<file path="config.mk">
export PLATFORM = sky130hd
export DESIGN_NAME = pipe_stage_buffer
export DESIGN_NICKNAME = d
export VERILOG_FILES = /design/src/rtl/pipe_pkg.sv /design/src/rtl/pipe_sat_cnt.sv /design/src/rtl/pipe_stage_buffer.sv
export SDC_FILE = /design/constraint.sdc
export NUM_CORES = 1
export LEC_CHECK = 0
export ABC_AREA = 1
export BUFFER_PORTS_ARGS = -buffer_cell sky130_fd_sc_hd__buf_2
export CAP_MARGIN = 20
export CORE_MARGIN = 4
export CORE_UTILIZATION = 54
export DETAILED_ROUTE_END_ITERATION = 10
export PLACE_DENSITY_LB_ADDON = 0.2
export SYNTH_ARGS = -nofsm -noshare
export SYNTH_HDL_FRONTEND = slang
export SYNTH_SLANG_ARGS = --single-unit
</file>
<file path="constraint.sdc">
create_clock -name clk -period 2.3 [get_ports clk]
set_input_delay 0.115 -clock clk [delete_from_list [all_inputs] [get_ports clk]]
set_output_delay 0.115 -clock clk [all_outputs]
set_load 0.02 [all_outputs]
</file>
<file path="src/rtl/pipe_pkg.sv">
// Shared pipeline-stage types: skid-buffer state encoding and PC width.
// Imported by every stage buffer and its helpers.
package pipe_pkg;

  typedef enum logic [1:0] {
    PS_EMPTY,
    PS_BUSY,
    PS_FULL
  } pipe_state_t;

  localparam int PIPE_PC_W = 32;

endpackage

</file>
<file path="src/rtl/pipe_sat_cnt.sv">
// Saturating up-counter, cleared only by asynchronous active-low reset.
// Used for stage stall/bubble statistics.
module pipe_sat_cnt #(
  parameter int CNT_W = 16
) (
  input  logic             clk,
  input  logic             rst,
  input  logic             inc,
  output logic [CNT_W-1:0] cnt
);

  logic [CNT_W-1:0] r_cnt;

  always_ff @(posedge clk or negedge rst) begin
    if (!rst) begin
      r_cnt <= '0;
    end else if (inc && (r_cnt != '1)) begin
      r_cnt <= r_cnt + 1'b1;
    end
  end

  assign cnt = r_cnt;

endmodule

</file>
<file path="src/rtl/pipe_stage_buffer.sv">
// Elastic pipeline stage register with 2-entry skid buffer and flush.
// Optional stall/bubble counters enabled by PIPE_STAGE_PERF_EN.
module pipe_stage_buffer
  import pipe_pkg::*;
#(
  parameter int                DATA_W  = PIPE_PC_W,
  parameter logic [DATA_W-1:0] RST_VAL = '0,
  parameter int                CNT_W   = 16
) (
  input  logic              clk,
  input  logic              rst,
  input  logic              flush,
  input  logic              in_valid,
  output logic              in_ready,
  input  logic [DATA_W-1:0] in_data,
  output logic              out_valid,
  input  logic              out_ready,
  output logic [DATA_W-1:0] out_data
`ifdef PIPE_STAGE_PERF_EN
  ,
  output logic [CNT_W-1:0]  stall_cnt,
  output logic [CNT_W-1:0]  bubble_cnt
`endif
);

  pipe_state_t       r_state;
  pipe_state_t       w_state_nxt;
  logic [DATA_W-1:0] r_main;
  logic [DATA_W-1:0] r_skid;
  logic [DATA_W-1:0] w_main_nxt;
  logic [DATA_W-1:0] w_skid_nxt;
  logic              r_in_ready;
  logic              w_in_ready_nxt;
  logic              w_out_valid;
  logic              w_in_fire;
  logic              w_out_fire;

  assign w_out_valid = (r_state != PS_EMPTY);
  assign w_in_fire   = in_valid & r_in_ready;
  assign w_out_fire  = w_out_valid & out_ready;

  always_ff @(posedge clk or negedge rst) begin
    if (!rst) begin
      r_state    <= PS_EMPTY;
      r_main     <= RST_VAL;
      r_skid     <= RST_VAL;
      r_in_ready <= 1'b1;
    end else begin
      r_state    <= w_state_nxt;
      r_main     <= w_main_nxt;
      r_skid     <= w_skid_nxt;
      r_in_ready <= w_in_ready_nxt;
    end
  end

  always_comb begin
    w_state_nxt = r_state;
    w_main_nxt  = r_main;
    w_skid_nxt  = r_skid;
    unique case (r_state)
      PS_EMPTY: begin
        if (w_in_fire) begin
          w_state_nxt = PS_BUSY;
          w_main_nxt  = in_data;
        end
      end
      PS_BUSY: begin
        unique case (1'b1)
          (w_in_fire && w_out_fire): begin
            w_main_nxt = in_data;
          end
          (w_in_fire && !w_out_fire): begin
            w_state_nxt = PS_FULL;
            w_skid_nxt  = in_data;
          end
          (!w_in_fire && w_out_fire): begin
            w_state_nxt = PS_EMPTY;
          end
          default: ;
        endcase
      end
      PS_FULL: begin
        if (w_out_fire) begin
          w_state_nxt = PS_BUSY;
          w_main_nxt  = r_skid;
        end
      end
      default: begin
        w_state_nxt = PS_EMPTY;
      end
    endcase
    // Squash wins over any same-cycle transfer.
    if (flush) begin
      w_state_nxt = PS_EMPTY;
      w_main_nxt  = RST_VAL;
      w_skid_nxt  = RST_VAL;
    end
    w_in_ready_nxt = (w_state_nxt != PS_FULL);
  end

  assign in_ready  = r_in_ready;
  assign out_valid = w_out_valid;
  assign out_data  = r_main;

`ifdef PIPE_STAGE_PERF_EN
  logic w_stall;
  logic w_bubble;

  assign w_stall  = w_out_valid & ~out_ready;
  assign w_bubble = ~w_out_valid;

  pipe_sat_cnt #(
    .CNT_W (CNT_W)
  ) u_stall_cnt (
    .clk (clk),
    .rst (rst),
    .inc (w_stall),
    .cnt (stall_cnt)
  );

  pipe_sat_cnt #(
    .CNT_W (CNT_W)
  ) u_bubble_cnt (
    .clk (clk),
    .rst (rst),
    .inc (w_bubble),
    .cnt (bubble_cnt)
  );
`endif

endmodule

</file>
==> results of run 1 <==
==> synthesized netlist by cell type (2+ instances only) <==
| cell | count | area [um2] |
|---|---|---|
| nand3_1 | 78 | 390 |
| nand2_1 | 74 | 278 |
| dfrtp_1 | 66 | 1650 |
| o21ai_0 | 47 | 235 |
| inv_1 | 39 | 146 |
| nor2_1 | 22 | 82.6 |
| a211oi_1 | 15 | 113 |
| buf_2 | 8 | 40.0 |
| buf_4 | 7 | 52.6 |
| ha_1 | 6 | 75.1 |
| buf_6 | 5 | 56.3 |
| clkbuf_1 | 5 | 18.8 |
| nand3_2 | 4 | 40.0 |
| nand2_4 | 3 | 33.8 |
| o21ai_1 | 3 | 15.0 |
| a211oi_2 | 2 | 25.0 |
| buf_1 | 2 | 7.51 |
| nand2_2 | 2 | 12.5 |
==> state kept, by name (all words and copies together) (netlist names) <==
signal	flops
out_data	32
r_skid	32
r_state	2
in_ready	1
==> power groups by stage <==
stage               logic [mW]  clock network (mW)  registers (mW)
global route              1.25                1.01            1.49
global placement          1.11                   0            1.48
CTS                       1.14               0.954            1.47
finish                    1.12               0.933            1.47
detailed placement        1.14                   0            1.49
floorplan                0.626                   0            1.65
==> worst max-delay path: stages (launching register included) <==
cell	delay (ps)
dfrtp_1	380
inv_1	90
ha_1	260
inv_2	110
nand2_4	70
ha_1	220
nand2_2	90
clkinv_2	250
nand2_2	330
o21ai_0	140
==> area by class of cell <==
class	count	area, um2
repair buffers	79	458
inverters	42	161
well taps	75	93.8
clock buffers	11	131
multi-input cells	260	1330
clock inverters	5	53.8
fillers	542	2050
flip-flops and latches	67	1680
==> cells by family after synthesis <==
group / synth area share (%)
and+or+nand+nor: 25.7
buffers and inverters: 10.1
AOI/OAI and AO/OA: 11.8
DFF: 50.2
adders and majority gates: 2.25
==> stage by stage <==
stage | instances | hold slack (ps)
finish | 539 | 29.9
global route | 539 | 24.8
CTS | 539 | 13.3
detailed placement | 522 | 254
global placement | 522 | 239
floorplan | 396 | -181
==> worst paths after layout <==
check / start / endpoint / slack [ps] / depth (start not counted)
hold reg to reg: out_data[24] / out_data[24] / 500 / 2
setup reg to reg: r_state[0] / r_skid[17] / 240 / 9
min in group asynchronous: rst / out_data[28] / 410 / 2
hold / removal: in_data[27] / r_skid[27] / 30 / 3
setup / recovery: r_state[0] / r_skid[17] / 240 / 9
max in group asynchronous: rst / r_skid[10] / 1240 / 3
==> layer usage <==
| metal | vias up | global-route usage, % |
|---|---|---|
| met1 | 1381 | 29.5 |
| met3 | 11 | 3.99 |
| met4 | 0 | 8.78 |
| li1 | 1436 | - |
| met5 | - | 0 |
| met2 | 76 | 37.0 |
==> repair_timing <==
| action | 4_1_cts | 5_1_grt |
|---|---|---|
| hold buffers | 1 | 0 |
| gates resized for setup | 0 | 0 |
| hold endpoints to repair | 31 | 0 |
| endpoints found under the setup margin | 0 | 0 |
==> reports/qor.yml, run 1 <==
detailed_routing:
  routed_wl_um: 7660
  wl_met1_um: 3410
  via_count: 2904
  wl_met2_um: 3730
  vias_per_cell: 5.39
  firstDrtPassIters: 4
  highest_layer: "met4"
  drt-wirelength-per-cell_um: 14.2
  wl_met3_um: 409
  final_antenna_net_count: 0
  drc_errors: 0
  drt-initial-drc-count: 149
cts:
  clkTransAtPathRegs_ps: 70
  root_buffer: "clkbuf_8"
  cts_tree: "built"
  cts_sinks: 67
  clock_path_buffers: 2
  insertion_delay_ps: 340
  htreeDepth: 3
  numCtsBuffers: 9
  postCtsSetupBuffers: 0
grt:
  grt_max_degree: 47
  grt_pass1_wl_um: 13300
  antenna_found_initial: 0
  track_usage_pct: 22.4
  grt-ovfl-total: 0
  grt_pass1_vias: 2940
power_and_ir_drop:
  swShare_pct: 36.7
  seqPwrFrac_pct: 41.6
  internal-power_mw: 2.23
  leakage_nw: 2.05
  peakVddDrop_v: 0.000542
  p_clk_share_pct: 26.5
  finalPower_mw: 3.52
  pwr-share-comb_pct: 31.9
  power_density_mw_per_mm2: 902
  p_switching_mw: 1.30
timing:
  maxSlewHeadroom_pct: 45.8
  worst_pin_slew_ps: 813
  post-route-min-period_ps: 2060
  rsz0062_at_grt: "no"
  skew_ps: 12.4
  fin_tns_setup_ps: 0
  finalCritPeriodShare_pct: 89.5
  setup_viol: 0
  drv_slew: 0
  final-hold-violation-count: 0
  fin_ws_ps: 242
  clock.fmax_mhz: 486
yosys:
  yosysWarnings: 0
  synth_cell_types: 26
  synth_edf_count: 0
  syn_area_per_cell_um2: 8.44
  async_reset_ff_share_pct: 100
  seq_area_frac_synth_pct: 50.2
  syn_area_mm2: 0.00334
  ys.flop_type: "dfrtp_1"
  syn_nets: 439
  ys_seq_elements: 67
  syn-instance-count: 396
layout:
  layout_commonest_cell: "nand3_1"
  final_cell_mix: "nand3_1 (78), nand2_1 (74), buf_2 (70)"
  fin_nets: 502
  diodes: 0
  area_growth_pct: 16.9
  fin_util_pct: 65.6
  final_layout_size_suffix_gt1_share_pct: 23.7
  stdcell_area_mm2: 0.00391
place:
  gp_congestion: 0.841
  io_buffers: 70
  placed_cell_area_mm2: 0.00371
  dp_slack_ps: 239
  hpwlAfterDp_um: 5070
setup_path:
  cp-start-kind: "flop"
  crit_type: "flop to flop"
  required_ps: 2500
  crit_fanout: 19
  arrival_ps: 2260
  crit_path_end_kind: "flop"
floorplanning:
  fp.coreArea_mm2: 0.00596
  fp.dieH_um: 86.7
  io_pins: 71
  dieArea_mm2: 0.00751
  die_width_um: 86.7
  initial_utilization_pct: 56.1
  row_count: 28
job:
  maxCapViolations: 0
status:
  status: "finished, final reports clean"
min_path:
  worst_hold_path_type: "primary input to flop"
No activity file was read; power rests on OpenSTA's default activity.
==> run 2, diff against run 1 <==
Settings changed: CORE_ASPECT_RATIO set to 0.8.
==> reports/qor.yml, run 2 (synthesis results as in run 1) <==
setup_path:
  worstSetupPathDepth: 12  # +3
  ff2ff_path_depth: 12  # +3
  slowest_stage: "dfrtp_1"
  path_cells: "inv_1, ha_1, inv_2, nand2_4, inv_1, ha_1, nor2_1, nor2_1, nand3_2, buf_12, nand3_1, nand2_1"
  cp-start-kind: "flop"
  max_stage_delay_ps: 390  # about the same
  cp_top_family: "simple AND/OR/NAND/NOR gates"
  worst-path-buf-inv: 4  # +1
  required_ps: 2540  # +40 ps
  rr_endpoint: "out_data[15]"
  r2r_slack_ps: 170  # -80 ps
  endpoint: "out_data[15]"
  crit_type: "flop to flop"
  crit_fanout: 20  # +1
  critPathLaunch: "r_state[0]"
  regToRegStartpoint: "r_state[0]"
  arrival_ps: 2370  # +110 ps
  crit_path_end_kind: "flop"
layout:
  fin_util_pct: 66.4  # +0.83 points
  stdcell_area_mm2: 0.00395  # +1.1%
  final_layout_size_suffix_gt1_share_pct: 24.5  # +0.76 points
  nFillCells: 510  # -5.9%
  seqCellArea_mm2: 0.00168  # unchanged
  layout_commonest_cell: "nand3_1"
  diodes: 0  # unchanged
  fin_nets: 504  # +0.40%
  area_growth_pct: 18.1
  multi_input_area_mm2: 0.00133  # unchanged
  final_cell_mix: "nand3_1 (78), nand2_1 (74), buf_2 (70)"
detailed_routing:
  wl_met3_um: 553  # +35%
  drt-wirelength-per-cell_um: 14.9  # +4.6%
  firstDrtPassIters: 6  # +2
  via_count: 2969  # +2.2%
  wl_met2_um: 3850  # +3.2%
  highest_layer: "met4"
  drt-initial-drc-count: 173  # +16%
  drc_errors: 0  # unchanged
  final_antenna_net_count: 0  # unchanged
  wl_met1_um: 3610  # +5.8%
  vias_per_cell: 5.43  # +0.74%
  routed_wl_um: 8130  # +6.1%
timing:
  setup_viol: 0  # unchanged
  maxSlewHeadroom_pct: 63.5  # +18 points
  post-route-min-period_ps: 2130  # +75.7 ps
  skew_ps: 11.2  # -1.20 ps
  final-hold-violation-count: 0  # unchanged
  finalCritPeriodShare_pct: 92.8  # +3.3 points
  rsz0062_at_grt: "no"
  clock.fmax_mhz: 469  # -3.5%
  drv_slew: 0  # unchanged
  fin_tns_setup_ps: 0  # unchanged
  worst_pin_slew_ps: 547  # -266 ps
cts:
  clock_path_buffers: 2  # unchanged
  postCtsSetupBuffers: 0  # unchanged
  htreeDepth: 3  # unchanged
  cts_tree: "built"
  hold_buffers: 1  # unchanged
  cts_sinks: 67  # unchanged
  root_buffer: "clkbuf_8"
  clkTransAtPathRegs_ps: 80  # about the same
  numCtsBuffers: 9  # unchanged
  insertion_delay_ps: 350  # about the same
  cts_resized: 0  # unchanged
power_and_ir_drop:
  pwr-share-comb_pct: 30.7  # -1.2 points
  finalPower_mw: 3.70  # +5.0%
  p_switching_mw: 1.36  # +5.1%
  internal-power_mw: 2.34  # +5.0%
  peakVddDrop_v: 0.000457  # -16%
  p_clk_share_pct: 29.1  # +2.6 points
  power_density_mw_per_mm2: 938  # +4.0%
  swShare_pct: 36.8  # about the same
  seqPwrFrac_pct: 40.1  # -1.5 points
  leakage_nw: 2.08  # +1.2%
grt:
  grt_max_degree: 68  # +45%
  antenna_found_initial: 0  # unchanged
  grt-ovfl-total: 0  # unchanged
  track_usage_pct: 22.8  # +0.32 points
  grt_pass1_vias: 2841  # -3.4%
  grt_pass1_wl_um: 13300  # +0.11%
floorplanning:
  row_count: 25  # -11%
  fp.dieH_um: 78.4  # -9.6%
  fp.coreArea_mm2: 0.00594  # -0.21%
  initial_utilization_pct: 56.3  # +0.12 points
  dieArea_mm2: 0.00752  # about the same
  die_width_um: 96.0  # +11%
  io_pins: 71  # unchanged
job:
  maxCapViolations: 0  # unchanged
place:
  io_buffers: 70  # unchanged
  hpwlAfterDp_um: 5420  # +6.7%
  placed_cell_area_mm2: 0.00372  # +0.27%
  gp_congestion: 0.854  # +1.5%
min_path:
  worst_hold_path_type: "primary input to flop"
status:
  status: "finished, final reports clean"
-- run 2: worst min-delay path, cell delays in order --
cell     delay [ps]
buf_2            90
nand3_1          60
o21ai_0          70
-- run 2: worst min-delay path by stage --
stage,start,endpoint,slack (ps),cells after the start
floorplan,rst,out_data[0],-180,0
global placement,rst,r_skid[25],170,2
detailed placement,rst,r_skid[22],160,2
CTS,in_data[22],r_skid[22],8,3
global route,in_data[31],r_skid[31],30,3
finish,in_data[22],r_skid[22],10,3
-- run 2: power groups by stage --
stage / clock (mW) / sequential (mW) / combinational [mW]
6_report: 1.08 / 1.49 / 1.14
5_1_grt: 1.15 / 1.50 / 1.26
4_1_cts: 1.09 / 1.48 / 1.14
3_5_place_dp: 0 / 1.50 / 1.14
3_3_place_gp: 0 / 1.50 / 1.11
2_1_floorplan: 0 / 1.65 / 0.626
-- run 2: area by class of cell --
cell class,count,share of cell area [%]
clock buffers,9,3.14
well taps,81,2.57
clock inverters,7,2.34
flip-flops and latches,67,42.5
multi-input cells,260,33.7
repair buffers,81,11.7
inverters,42,4.09
-- run 2: per-layer routing --
| layer | vias to the layer above | track usage (%) |
|---|---|---|
| met5 | - | 0 |
| met4 | 0 | 5.97 |
| met3 | 20 | 6.13 |
| met2 | 103 | 36.1 |
| met1 | 1419 | 31.0 |
| li1 | 1427 | - |
-- run 2: through the flow --
step	cells	hold WS (ps)	setup slack [ps]
6_report	547	14.2	167
5_1_grt	547	30.7	32.1
4_1_cts	547	8.26	197
3_5_place_dp	530	163	203
3_3_place_gp	530	166	352
2_1_floorplan	396	-181	502
==> run 3, diff against run 2 <==
Settings changed: CORE_MARGIN 4 to 3, CORE_UTILIZATION 54 to 50.
==> reports/qor.yml, run 3 (synthesis results as in run 1) <==
layout:
  layout_commonest_cell: "nand3_1"
  final_cell_mix: "nand3_1 (78), nand2_1 (74), buf_2 (70)"
  nFillCells: 567  # +11%
  finalNonFillerCells: 547  # unchanged
  stdcell_area_mm2: 0.00389  # -1.4%
  fin_nets: 504  # unchanged
  area_growth_pct: 16.4
  diodes: 0  # unchanged
  final_layout_size_suffix_gt1_share_pct: 23.8  # -0.64 points
timing:
  rsz0062_at_grt: "no"
  fin_tns_setup_ps: 0  # unchanged
  post-route-min-period_ps: 2070  # -63.6 ps
  worst_pin_slew_ps: 625  # +77.9 ps
  skew_ps: 6.62  # -4.56 ps
  clock.fmax_mhz: 483  # +3.1%
  finalCritPeriodShare_pct: 90.0  # -2.8 points
  setup_viol: 0  # unchanged
  drv_slew: 0  # unchanged
  final-hold-violation-count: 0  # unchanged
  maxSlewHeadroom_pct: 58.4  # -5.2 points
place:
  placed_cell_area_mm2: 0.00371  # -0.34%
  gp_congestion: 0.779  # -8.7%
  io_buffers: 70  # unchanged
  dp_cells: 530  # unchanged
  hpwlAfterDp_um: 5130  # -5.3%
floorplanning:
  dieArea_mm2: 0.00771  # +2.5%
  fp.coreArea_mm2: 0.00619  # +4.2%
  io_pins: 71  # unchanged
  initial_utilization_pct: 54.0  # -2.3 points
  row_count: 25  # unchanged
  fp.dieH_um: 79.1  # +0.98%
  die_width_um: 97.4  # +1.5%
cts:
  cts_resized: 0  # unchanged
  hold_buffers: 1  # unchanged
  insertion_delay_ps: 330  # -20 ps
  cts_sinks: 67  # unchanged
  clock_path_buffers: 2  # unchanged
  htreeDepth: 3  # unchanged
  cts_tree: "built"
  numCtsBuffers: 9  # unchanged
  root_buffer: "clkbuf_8"
  postCtsSetupBuffers: 0  # unchanged
  clkTransAtPathRegs_ps: 70  # about the same
setup_path:
  crit_type: "flop to flop"
  regToRegStartpoint: "r_state[0]"
  critPathLaunch: "r_state[0]"
  cp_top_family: "simple AND/OR/NAND/NOR gates"
  path_cells: "inv_1, ha_1, inv_2, nand2_4, inv_1, ha_1, nor2_1, nor2_1, nand3_2, buf_4, nand3_1, nand2_1"
  ff2ff_path_depth: 12  # unchanged
  required_ps: 2570  # +30 ps
  arrival_ps: 2340  # -30 ps
  crit_path_end_kind: "flop"
  cp-start-kind: "flop"
  r2r_slack_ps: 230  # +60 ps
  worst-path-buf-inv: 4  # unchanged
  rr_endpoint: "out_data[24]"
  slowest_stage: "dfrtp_1"
  max_stage_delay_ps: 400  # about the same
  crit_fanout: 25  # +25%
  worstSetupPathDepth: 12  # unchanged
  endpoint: "out_data[24]"
min_path:
  worst_hold_path_type: "primary input to flop"
detailed_routing:
  highest_layer: "met4"
  final_antenna_net_count: 0  # unchanged
  firstDrtPassIters: 4  # -2
  drc_errors: 0  # unchanged
  routed_wl_um: 7580  # -6.8%
  drt-wirelength-per-cell_um: 13.9  # -6.8%
  wl_met2_um: 3490  # -9.4%
  drt-initial-drc-count: 178  # +2.9%
  vias_per_cell: 5.28  # -2.7%
  wl_met3_um: 472  # -15%
  wl_met1_um: 3560  # -1.3%
  via_count: 2890  # -2.7%
grt:
  antenna_found_initial: 0  # unchanged
  grt-ovfl-total: 0  # unchanged
  track_usage_pct: 21.2  # -1.6 points
  grt_pass1_vias: 2818  # -0.81%
  grt_pass1_wl_um: 13300  # -0.67%
  grt_max_degree: 46  # -32%
power_and_ir_drop:
  power_density_mw_per_mm2: 882  # -6.0%
  leakage_nw: 2.05  # -1.3%
  peakVddDrop_v: 0.000505  # +10%
status:
  status: "finished, final reports clean"
job:
  maxCapViolations: 0  # unchanged
==> run 3: changes by cell type in the layout (fill, tap and decap cells not counted) <==
cell / previous run / this run
buf_4: 8 / 9
clkbuf_8: 9 / 11
clkbuf_1: 0 / 3
clkinv_4: 2 / 0
clkinv_2: 4 / 3
bufinv_16: 2 / 0
buf_12: 2 / 1
==> run 3: metrics by stage <==
stage | power, mW | setup WS, ps | util [%] | hold WS [ps]
2_1_floorplan | 2.27 | 502 | - | -181
3_3_place_gp | 2.59 | 361 | 59.9 | 163
3_5_place_dp | 2.60 | 266 | 59.9 | 172
4_1_cts | 3.47 | 231 | 62.8 | 32.2
5_1_grt | 3.66 | 44.5 | 62.8 | 54.1
6_report | 3.43 | 230 | 62.8 | 41.0
==> run 3: worst min path at each step <==
stage	depth (start not counted)	end	start	slack (ps)
2_1_floorplan	0	out_data[0]	rst	-180
3_3_place_gp	1	r_skid[23]	rst	160
3_5_place_dp	1	r_skid[23]	rst	170
4_1_cts	3	r_skid[0]	in_data[0]	30
5_1_grt	3	r_skid[27]	in_data[27]	50
6_report	3	r_skid[26]	in_data[26]	40
==> run 3: worst min-delay path, cell delays in order <==
cell and delay (ps):
buf_2 90, nand3_1 70, o21ai_0 60
==> run 3: layer usage <==
layer,global-route usage [%],vias to the layer above
li1,-,1431
met1,28.5,1374
met2,33.5,81
met3,5.53,4
met4,6.92,0
met5,0,-
==> run 3: layout make-up <==
class	instances	area (um2)	area share (%)
Multi-Input combinational cell	260	1330	34.2
Sequential cell	67	1680	43.1
Timing Repair Buffer	81	448	11.5
Tap cell	81	101	2.60
Inverter	42	161	4.15
Clock buffer	14	163	4.18
Clock inverter	2	10.0	0.257
==> run 3: where the power goes <==
| part | internal (mW) | switching, mW |
|---|---|---|
| registers | 1.37 | 0.103 |
| logic | 0.343 | 0.761 |
| clock network | 0.448 | 0.406 |
